### src/rtl/fetch_unit.sv
// fetch_unit: instruction fetch front end.
// Issues sequential word-aligned fetches to instruction memory. At most one
// request is outstanding. Responses go into a 2-entry {addr, data} FIFO whose
// head is presented to decode. A redirect flushes the FIFO, retargets the pc
// and discards any response still owed by memory.
//
// State table:
//   ST_REQ  | may issue a request at pc when the FIFO has room
//   ST_WAIT | request accepted, waiting for its response
//   ST_DROP | request outstanding whose response must be discarded
//
// Ports:
//   clk, rst                        clock, async active-high reset
//   imem_req_valid/ready/addr       fetch request handshake
//   imem_rsp_valid/data             fetch response (min latency 1, in order)
//   redirect_valid/redirect_pc      flush and new fetch target
//   instr_addr_out/instr_dat_out    FIFO head to decode (0 when empty)
//   stall_out_ft                    1 = no valid instruction (FIFO empty)
//   stall_in_ft                     1 = decode holding, no pop
module fetch_unit #(
   parameter logic [31:0] RESET_PC = 32'h0000_0000
) (
   input  logic        clk,
   input  logic        rst,
   output logic        imem_req_valid,
   input  logic        imem_req_ready,
   output logic [31:0] imem_req_addr,
   input  logic        imem_rsp_valid,
   input  logic [31:0] imem_rsp_data,
   input  logic        redirect_valid,
   input  logic [31:0] redirect_pc,
   output logic [31:0] instr_addr_out,
   output logic [31:0] instr_dat_out,
   output logic        stall_out_ft,
   input  logic        stall_in_ft
);

   typedef enum logic [1:0] {ST_REQ, ST_WAIT, ST_DROP} state_t;

   state_t      state_q, state_d;
   logic [31:0] pc_q, pc_d;
   logic [31:0] infl_q, infl_d;
   logic [31:0] fifo_addr_q [2];
   logic [31:0] fifo_addr_d [2];
   logic [31:0] fifo_data_q [2];
   logic [31:0] fifo_data_d [2];
   logic        wr_ptr_q, wr_ptr_d;
   logic        rd_ptr_q, rd_ptr_d;
   logic [1:0]  count_q, count_d;

   logic        req_fire;
   logic        push;
   logic        pop;

   // Gated by rst so the request line is low for the whole reset window,
   // while still allowing the first request in the first cycle after release.
   assign imem_req_valid = ~rst & (state_q == ST_REQ) & (count_q != 2'd2);
   assign imem_req_addr  = pc_q;

   assign stall_out_ft   = (count_q == 2'd0);
   assign instr_addr_out = stall_out_ft ? 32'd0 : fifo_addr_q[rd_ptr_q];
   assign instr_dat_out  = stall_out_ft ? 32'd0 : fifo_data_q[rd_ptr_q];

   always_comb begin
      state_d     = state_q;
      pc_d        = pc_q;
      infl_d      = infl_q;
      fifo_addr_d = fifo_addr_q;
      fifo_data_d = fifo_data_q;
      wr_ptr_d    = wr_ptr_q;
      rd_ptr_d    = rd_ptr_q;
      count_d     = count_q;

      req_fire = imem_req_valid & imem_req_ready;
      push     = (state_q == ST_WAIT) & imem_rsp_valid;
      pop      = (count_q != 2'd0) & ~stall_in_ft;

      if (req_fire) begin
         infl_d = pc_q;
         pc_d   = pc_q + 32'd4;
      end

      case (state_q)
         ST_REQ:  if (req_fire)      state_d = ST_WAIT;
         ST_WAIT: if (imem_rsp_valid) state_d = ST_REQ;
         ST_DROP: if (imem_rsp_valid) state_d = ST_REQ;
         default:                    state_d = ST_REQ;
      endcase

      if (redirect_valid) begin
         // Redirect overrides every other event this cycle.
         pc_d     = redirect_pc & 32'hFFFF_FFFC;
         count_d  = 2'd0;
         wr_ptr_d = 1'b0;
         rd_ptr_d = 1'b0;
         case (state_q)
            ST_REQ:  state_d = req_fire ? ST_DROP : ST_REQ;
            ST_WAIT,
            ST_DROP: state_d = imem_rsp_valid ? ST_REQ : ST_DROP;
            default: state_d = ST_REQ;
         endcase
      end else begin
         if (push) begin
            fifo_addr_d[wr_ptr_q] = infl_q;
            fifo_data_d[wr_ptr_q] = imem_rsp_data;
            wr_ptr_d              = ~wr_ptr_q;
         end
         if (pop) begin
            rd_ptr_d = ~rd_ptr_q;
         end
         case ({push, pop})
            2'b10:   count_d = count_q + 2'd1;
            2'b01:   count_d = count_q - 2'd1;
            default: count_d = count_q;
         endcase
      end
   end

   always_ff @(posedge clk or posedge rst) begin
      if (rst) begin
         state_q  <= ST_REQ;
         pc_q     <= RESET_PC & 32'hFFFF_FFFC;
         infl_q   <= 32'd0;
         wr_ptr_q <= 1'b0;
         rd_ptr_q <= 1'b0;
         count_q  <= 2'd0;
         for (int i = 0; i < 2; i++) begin
            fifo_addr_q[i] <= 32'd0;
            fifo_data_q[i] <= 32'd0;
         end
      end else begin
         state_q  <= state_d;
         pc_q     <= pc_d;
         infl_q   <= infl_d;
         wr_ptr_q <= wr_ptr_d;
         rd_ptr_q <= rd_ptr_d;
         count_q  <= count_d;
         for (int i = 0; i < 2; i++) begin
            fifo_addr_q[i] <= fifo_addr_d[i];
            fifo_data_q[i] <= fifo_data_d[i];
         end
      end
   end

endmodule

### config.mk
export PLATFORM = sky130hd
export DESIGN_NAME = fetch_unit
export DESIGN_NICKNAME = d
export VERILOG_FILES = /design/src/rtl/fetch_unit.sv
export SDC_FILE = /design/constraint.sdc
export NUM_CORES = 1
export LEC_CHECK = 0
export BUFFER_PORTS_ARGS = -buffer_cell sky130_fd_sc_hd__buf_2
export CORE_UTILIZATION = 50
export DETAILED_ROUTE_END_ITERATION = 8
export GPL_TIMING_DRIVEN = 1
export PLACE_DENSITY = 0.76
export SLEW_MARGIN = 0
export SYNTH_ARGS = -nofsm -noshare
export SYNTH_HDL_FRONTEND = slang
export SYNTH_SLANG_ARGS = --single-unit
### constraint.sdc
create_clock -name clk -period 5.9 [get_ports clk]
set_input_delay 0.885 -clock clk [delete_from_list [all_inputs] [get_ports clk]]
set_output_delay 0.885 -clock clk [all_outputs]
set_load 0.02 [all_outputs]
==> summary.txt, run 1 <==
Run status
  • Status: completed

Clocking
  • # H-tree levels: 4
  • CTS tree: built
  • Worst-Skew Late Latency: between 0.4 and 0.5 ns
  • CTS sink cnt: 190
  • Post-CTS Setup Bufs: 0
  • CTS max path bufs: 2
  • Clk root buf: clkbuf_16
  • Cts repair resizes: 0
  • Clock-pin transition on the worst setup and hold timing paths: around 0.07 ns
  • CTS Hold Bufs: 0
  • CTS buffer count: 17

Synthesis
  • Main combinational cell family by area after synthesis: multiplexers
  • Synth unique cells: 37
  • Synth area leaders: dfrtp_1, mux2_2, mux2i_1
  • Share of the synthesized area in the top cell type: 54.4%
  • Post-Syn Area: a little under 9000 sq um
  • Simple-gate share of the synthesized area: approximately 13%
  • Xor-xnor portion of the synthesized cell area: just over 3%
  • Syn avg cell area: roughly 11 sq um
  • Multiplexer share of the synthesized area: about a quarter
  • Yosys reg bits: 190
  • Complex-gate fraction of the synthesized area: roughly 2.6%
  • Ys Warns: 0
  • Synth Area in Adders: less than 1%
  • Post-Syn Instances: roughly 760
  • Top cell type by total area after synthesis: dfrtp_1
  • Share of the yosys chip area belonging to registers: 54.4%

Power and ir drop
  • Pwr Density: ~350 nW/um^2
  • Reg power frac: roughly 50%
  • Switching pwr: 1.03 mW
  • Final Power: approximately 3.6 mW
  • Clock share of power: between 30% and 40%
  • P_int: between 2 and 3 mW
  • Switching Share: between 20% and 30%
  • Logic pwr share: roughly 18%
  • P_leak: 4.95 nW
  • Worst-case vdd ir drop: around 0.00023 V

Global routing
  • First-pass GRT wire length: just over 30000 um
  • GR Overflow Total: 0
  • Vias in the first global route: roughly 6100
  • GRT Util Overall: 21.5%
  • Initial antenna violation count: 0
  • Largest net degree at the start of global routing: roughly 190

Detailed routing
  • Drt pass-1 iters: 4
  • Vias after detailed routing: 6025
  • Iter 0 DRT Violations: 402
  • Vias per inst: 5.30
  • # DRC: 0
  • Wire per inst: between 15 and 20 um
  • Post-route ant nets: 0
  • Wirelength, routed: between 15000 and 20000 um

Setup path
  • Crit path max fanout: 38
  • CP Capture Point: instr_addr_out[14]
  • Req. time, crit path: ~5.0 ns
  • R2R Setup Slk: between 3 and 4 ns
  • Arr. time, crit path: ~2.4 ns
  • RR Startpoint: state_q[0]
  • Critical path type: reg2out
  • Crit. End Element: output port
  • FF-to-FF End: fifo_data_q[1]
  • CP Launch Type: flop
  • R2r worst-path depth: 6
  • CP startpoint: rd_ptr_q

STA
  • Slew at the pin with the worst max-slew slack: roughly 1.1 ns
  • Final slew viol count: 0
  • RSZ-0062 raised after global routing: no
  • Fin Hold WS: roughly 0.5 ns
  • Sum Neg Setup Slack: 0 ns
  • Worst slew margin: about 25%
  • Fmax: 305 MHz
  • Setup violators final: 0
  • Final hold vios: 0
  • Min cycle time layout: 3.28 ns
  • Clock skew: a little under 0.009 ns
  • Fin crit share: a little under three fifths

Worst hold path
  • Hold Path Class: reg2reg

Placed design
  • Routability congestion estimate: between 0.7 and 0.8
  • Final HPWL DP: 11400 um
  • Port bufs: 161
  • DP Cell Count: 1105

Floorplan
  • # rows: between 40 and 50
  • Initial core utilization: about half
  • DIE HEIGHT: 134 um
  • Core box area: 16800 sq um
  • Io pins: between 150 and 200
  • Chip width: between 100 and 150 um
  • Die area: ~18000 sq um

Final layout
  • Synth-to-Final Area Change: 17.8%
  • Post-Layout Cell Count: 1137
  • Filler cells: approximately 1400
  • Fin util: between 60% and 70%
  • Diodes inserted: 0
  • Share of cells above drive strength 1: between 30% and 40%
  • Final #Nets: ~1000

Flow run
  • Max-cap violations: 0
## worst min path at each step
stage | cells after the start | from | slack (ns) | to
6_report | 2 | infl_q[9] | 0.50 | infl_q[9]
5_1_grt | 1 | fifo_data_q[20] | 0.52 | fifo_data_q[20]
4_1_cts | 2 | infl_q[9] | 0.50 | infl_q[9]
3_5_place_dp | 2 | infl_q[9] | 0.49 | infl_q[9]
3_3_place_gp | 2 | infl_q[31] | 0.48 | infl_q[31]
2_1_floorplan | 2 | infl_q[23] | 0.46 | infl_q[23]
## power by group through the flow
stage	Clock, mW	Combinational, mW	Sequential [mW]
final	1.17	0.659	1.81
after global routing	1.25	0.742	1.86
after floorplan	0	0.503	1.80
after global placement	0	0.642	1.82
after detailed placement	0	0.667	1.83
after CTS	1.19	0.671	1.81
## layout by cell type (no fill, tap or decap), types with 3 or more instances in the layout
cell type,synthesis,layout
inv_1,10,9
and4_1,3,3
buf_2,21,161
conb_1,1,4
clkinvlp_4,0,5
inv_8,0,3
and3_1,3,3
nand3_1,10,10
ha_1,4,4
o21ai_1,9,9
xnor2_1,26,26
nor2_1,73,72
and4_4,3,3
mux2_2,126,126
o21ai_0,28,28
nand2_1,118,117
nand2b_1,3,3
mux2i_1,63,63
a21oi_1,5,5
dfrtp_1,190,189
nor4_1,8,8
nor3_1,10,10
buf_4,4,7
inv_6,0,3
clkbuf_16,0,17
xor2_1,5,5
## sequential cells by signal, summed over array words and instances, names as in the netlist
register,count
state_q,2
fifo_addr_q,60
fifo_data_q,64
infl_q,30
wr_ptr_q,1
count_q,2
rd_ptr_q,1
imem_req_addr,30
## area by class of cell
| type | count | area [sq um] | area share [%] |
|---|---|---|---|
| Timing Repair Buffer | 169 | 878 | 8.53 |
| Multi-Input combinational cell | 516 | 3740 | 36.4 |
| Sequential cell | 190 | 4760 | 46.2 |
| Inverter | 10 | 41.3 | 0.401 |
| Clock inverter | 12 | 150 | 1.46 |
| Clock buffer | 20 | 447 | 4.34 |
| Tap cell | 220 | 275 | 2.67 |
## routing by layer
layer / vias to the layer above / share of wire, % / GRT usage, %
li1: 2871 / - / -
met1: 2942 / 48 / 30.7
met2: 192 / 45 / 32.9
met3: 20 / 5.9 / 4.46
met4: 0 / 1.2 / 6.99
met5: - / 0 / 0
## worst max-delay path, cell delays in order, from the launching register on
cell	delay, ns
dfrtp_4	0.74
buf_4	0.66
mux2i_1	0.32
nor2_1	0.05
buf_2	0.17
## stage by stage
| stage | instance area [sq um] | worst slack (ns) |
|---|---|---|
| after floorplan | 8750 | 2.57 |
| after global placement | 9700 | 2.47 |
| after detailed placement | 9700 | 2.43 |
| after CTS | 10300 | 2.53 |
| after global routing | 10300 | 2.48 |
| final | 10300 | 2.62 |
## logic make-up (layout without fill, tap and decap cells)
group           count (synthesis)  after routing
simple gates                  244            244
flops                         190            190
mux                           189            189
buf+inv                        58            211
compound gates                 44             44
xor+xnor                       31             31
fa+ha+maj                       4              4
other cells                     1              4
## synthesized netlist by cell type
cell	count
a21oi_1	5
a31oi_1	1
and2_1	1
and2b_1	1
and3_1	3
and3_2	1
and4_1	3
and4_4	3
buf_1	8
buf_2	21
buf_4	4
buf_6	1
clkbuf_1	14
conb_1	1
dfrtp_1	190
ha_1	4
inv_1	10
mux2_2	126
mux2i_1	63
nand2_1	118
nand2b_1	3
nand3_1	10
nand4_1	2
nand4_4	2
nor2_1	73
nor2b_1	1
nor3_1	10
nor3_2	1
nor4_1	8
nor4_2	1
nor4_4	2
o21ai_0	28
o21ai_1	9
o31ai_1	1
or3_1	1
xnor2_1	26
xor2_1	5
(Power assumes the default switching activity.)
==> inputs of run 2 (changes only) <==
--- a/config.mk
+++ b/config.mk
@@ -6,10 +6,10 @@
 export NUM_CORES = 1
 export LEC_CHECK = 0
 export BUFFER_PORTS_ARGS = -buffer_cell sky130_fd_sc_hd__buf_2
-export CORE_UTILIZATION = 50
+export CORE_UTILIZATION = 55
 export DETAILED_ROUTE_END_ITERATION = 8
 export GPL_TIMING_DRIVEN = 1
-export PLACE_DENSITY = 0.76
+export PLACE_DENSITY = 0.79
 export SLEW_MARGIN = 0
 export SYNTH_ARGS = -nofsm -noshare
 export SYNTH_HDL_FRONTEND = slang
==> constraint.sdc (replaced) <==
create_clock -name clk -period 3.1 [get_ports clk]
set_input_delay 0.465 -clock clk [delete_from_list [all_inputs] [get_ports clk]]
set_output_delay 0.465 -clock clk [all_outputs]
set_load 0.02 [all_outputs]
==> summary.txt, run 2 (synthesis results as in run 1) <==
STA
  • Final hold vios: 0 (unchanged)
  • Setup violators final: 0 (unchanged)
  • Slew at the pin with the worst max-slew slack: 0.847 ns (was 1.12 ns)
  • Fmax: slightly above 400 MHz
  • Setup WS post-layout: 0.633 ns (was 2.62 ns)
  • Min cycle time layout: between 2 and 2.5 ns
  • Fin crit share: 79.6%
  • Sum Neg Setup Slack: 0 ns (unchanged)
  • RSZ-0062 raised after global routing: no (unchanged)
  • Worst slew margin: 43.4% (was 25.1%)
  • Clock skew: 0.00943 ns (was 0.00879 ns)
  • Final slew viol count: 0 (unchanged)

Placed design
  • Port bufs: 161 (unchanged)
  • Final HPWL DP: 11700 um (was 11400 um)
  • Routability congestion estimate: 0.819 (was 0.769)
  • Pre-CTS WS: 1.03 ns (was 2.43 ns)
  • DP Cell Count: 1103 (was 1105)

Setup path
  • Arr. time, crit path: 2.00 ns (was 2.40 ns)
  • Crit. End Element: output port (unchanged)
  • Req. time, crit path: 2.63 ns (was 5.02 ns)
  • Crit path max fanout: 28 (was 38)
  • Critical path type: reg2out (unchanged)
  • CP Launch Type: flop (unchanged)
  • R2r worst-path depth: 8 (was 6)

Final layout
  • Filler cells: 1181 (was 1399)
  • Post-Layout Cell Count: 1134 (was 1137)
  • Commonest non-fill, non-tap cell in the layout: dfrtp_1 (unchanged)
  • Synth-to-Final Area Change: 18.5% (was 17.8%)
  • Fin util: 67.4% (was 61.2%)
  • Largest Register: fifo_data_q (unchanged)
  • Most frequent cells in the layout: dfrtp_1, buf_2, mux2_2, nand2_1, nor2_1 (unchanged)
  • Biggest regs: fifo_data_q: 64 flops, fifo_addr_q: 60 flops (unchanged)
  • Final #Nets: 985 (was 978)
  • Diodes inserted: 0 (unchanged)
  • Max reg flops: 64 (unchanged)
  • Share of cells above drive strength 1: 37.6% (was 37.0%)

Power and ir drop
  • P_leak: 5.00 nW (was 4.95 nW)
  • Pwr Density: 651 nW/um^2 (was 353 nW/um^2)
  • Final Power: 6.74 mW (was 3.63 mW)
  • Worst-case vdd ir drop: 0.000395 V (was 0.000231 V)

Detailed routing
  • # DRC: 0 (unchanged)
  • Iter 0 DRT Violations: 331 (was 402)
  • Vias after detailed routing: 6049 (was 6025)
  • Drt pass-1 iters: 4 (unchanged)
  • Wirelength, routed: 17800 um (was 18100 um)
  • Vias per inst: 5.33 (was 5.30)
  • Wire per inst: 15.7 um (was 15.9 um)
  • Post-route ant nets: 0 (unchanged)

Floorplan
  • # rows: 45 (was 47)
  • DIE HEIGHT: 128 um (was 134 um)
  • Die area: 16400 sq um (was 18000 sq um)
  • Chip width: 128 um (was 134 um)
  • Initial core utilization: 56.8% (was 52.0%)
  • Io pins: 168 (unchanged)
  • Core box area: 15400 sq um (was 16800 sq um)

Global routing
  • First-pass GRT wire length: 30000 um (was 30400 um)
  • Largest net degree at the start of global routing: 66 (was 191)
  • Vias in the first global route: 6060 (was 6078)
  • Initial antenna violation count: 0 (unchanged)
  • GRT Util Overall: 23.3% (was 21.5%)
  • GR Overflow Total: 0 (unchanged)

Worst hold path
  • Hold Path Class: in2async (was reg2reg)

Run status
  • Status: completed (unchanged)

Clocking
  • Cts repair resizes: 0 (unchanged)
  • CTS tree: built (unchanged)
  • Clock-pin transition on the worst setup and hold timing paths: 0.07 ns (about the same)
  • CTS sink cnt: 190 (unchanged)
  • CTS max path bufs: 2 (unchanged)
  • # H-tree levels: 4 (unchanged)
  • CTS Hold Bufs: 0 (unchanged)
  • CTS buffer count: 17 (unchanged)
  • Clk root buf: clkbuf_16 (unchanged)
  • Worst-Skew Late Latency: 0.42 ns (was 0.44 ns)
  • Post-CTS Setup Bufs: 0 (unchanged)

Flow run
  • Max-cap violations: 0 (unchanged)
[run 2: cell types whose count changed in the layout (fill, tap and decap cells not counted)]
cell,before,now
clkbuf_8,1,3
inv_8,3,1
clkbuf_1,2,0
buf_4,7,9
bufinv_16,2,0
clkinv_4,0,1
buf_12,1,6
clkinvlp_4,5,4
clkinv_2,0,3
[run 2: through the flow]
step                      instance area, sq um  hold slack, ns
after global placement                    9800           0.480
after detailed placement                  9800           0.487
after CTS                                10400           0.227
after floorplan                           8750           0.458
final                                    10400           0.209
after global routing                     10400           0.248
[run 2: layout make-up]
| class | instances | area, sq um | share of cell area (%) |
|---|---|---|---|
| clock buffers | 20 | 467 | 4.51 |
| clock inverters | 11 | 83.8 | 0.810 |
| inverters | 10 | 41.3 | 0.399 |
| multi-input cells | 516 | 3740 | 36.2 |
| flip-flops and latches | 190 | 4760 | 46.0 |
| well taps | 211 | 264 | 2.55 |
| repair buffers | 176 | 993 | 9.60 |
[run 2: where the power goes]
| group | leakage, nW | internal (mW) | total, mW | switching [mW] |
|---|---|---|---|---|
| registers | 2.49 | 3.07 | 3.45 | 0.382 |
| logic | 2.24 | 0.659 | 1.27 | 0.608 |
| clock network | 0.267 | 1.10 | 2.02 | 0.924 |
| total | 5.00 | 4.83 | 6.74 | 1.91 |
[run 2: layer usage]
layer | vias to the layer above | wire [um] | GRT usage [%] | share of wire (%)
li1 | 2884 | - | - | -
met1 | 2973 | 8670 | 33.2 | 49
met2 | 176 | 8070 | 36.3 | 45
met3 | 16 | 798 | 4.38 | 4.5
met4 | 0 | 247 | 7.61 | 1.4
met5 | - | 0 | 0 | 0
[run 2: worst max-delay path, stage by stage, from the launching register on]
cell and delay (ns):
dfrtp_4 0.77, buf_4 0.35, mux2i_1 0.22, nor2_1 0.07, buf_2 0.17
[run 2: final timing paths]
check	end	startpoint	slack [ns]
worst max-delay path	instr_addr_out[9]	rd_ptr_q	0.63
worst max register to register	imem_req_addr[26]	state_q[1]	0.97
worst min register to register	infl_q[11]	infl_q[11]	0.50
min in group clk	imem_req_addr[5]	redirect_pc[5]	0.25
max in group asynchronous	infl_q[17]	rst	2.09
worst min-delay path	imem_req_addr[7]	rst	0.21
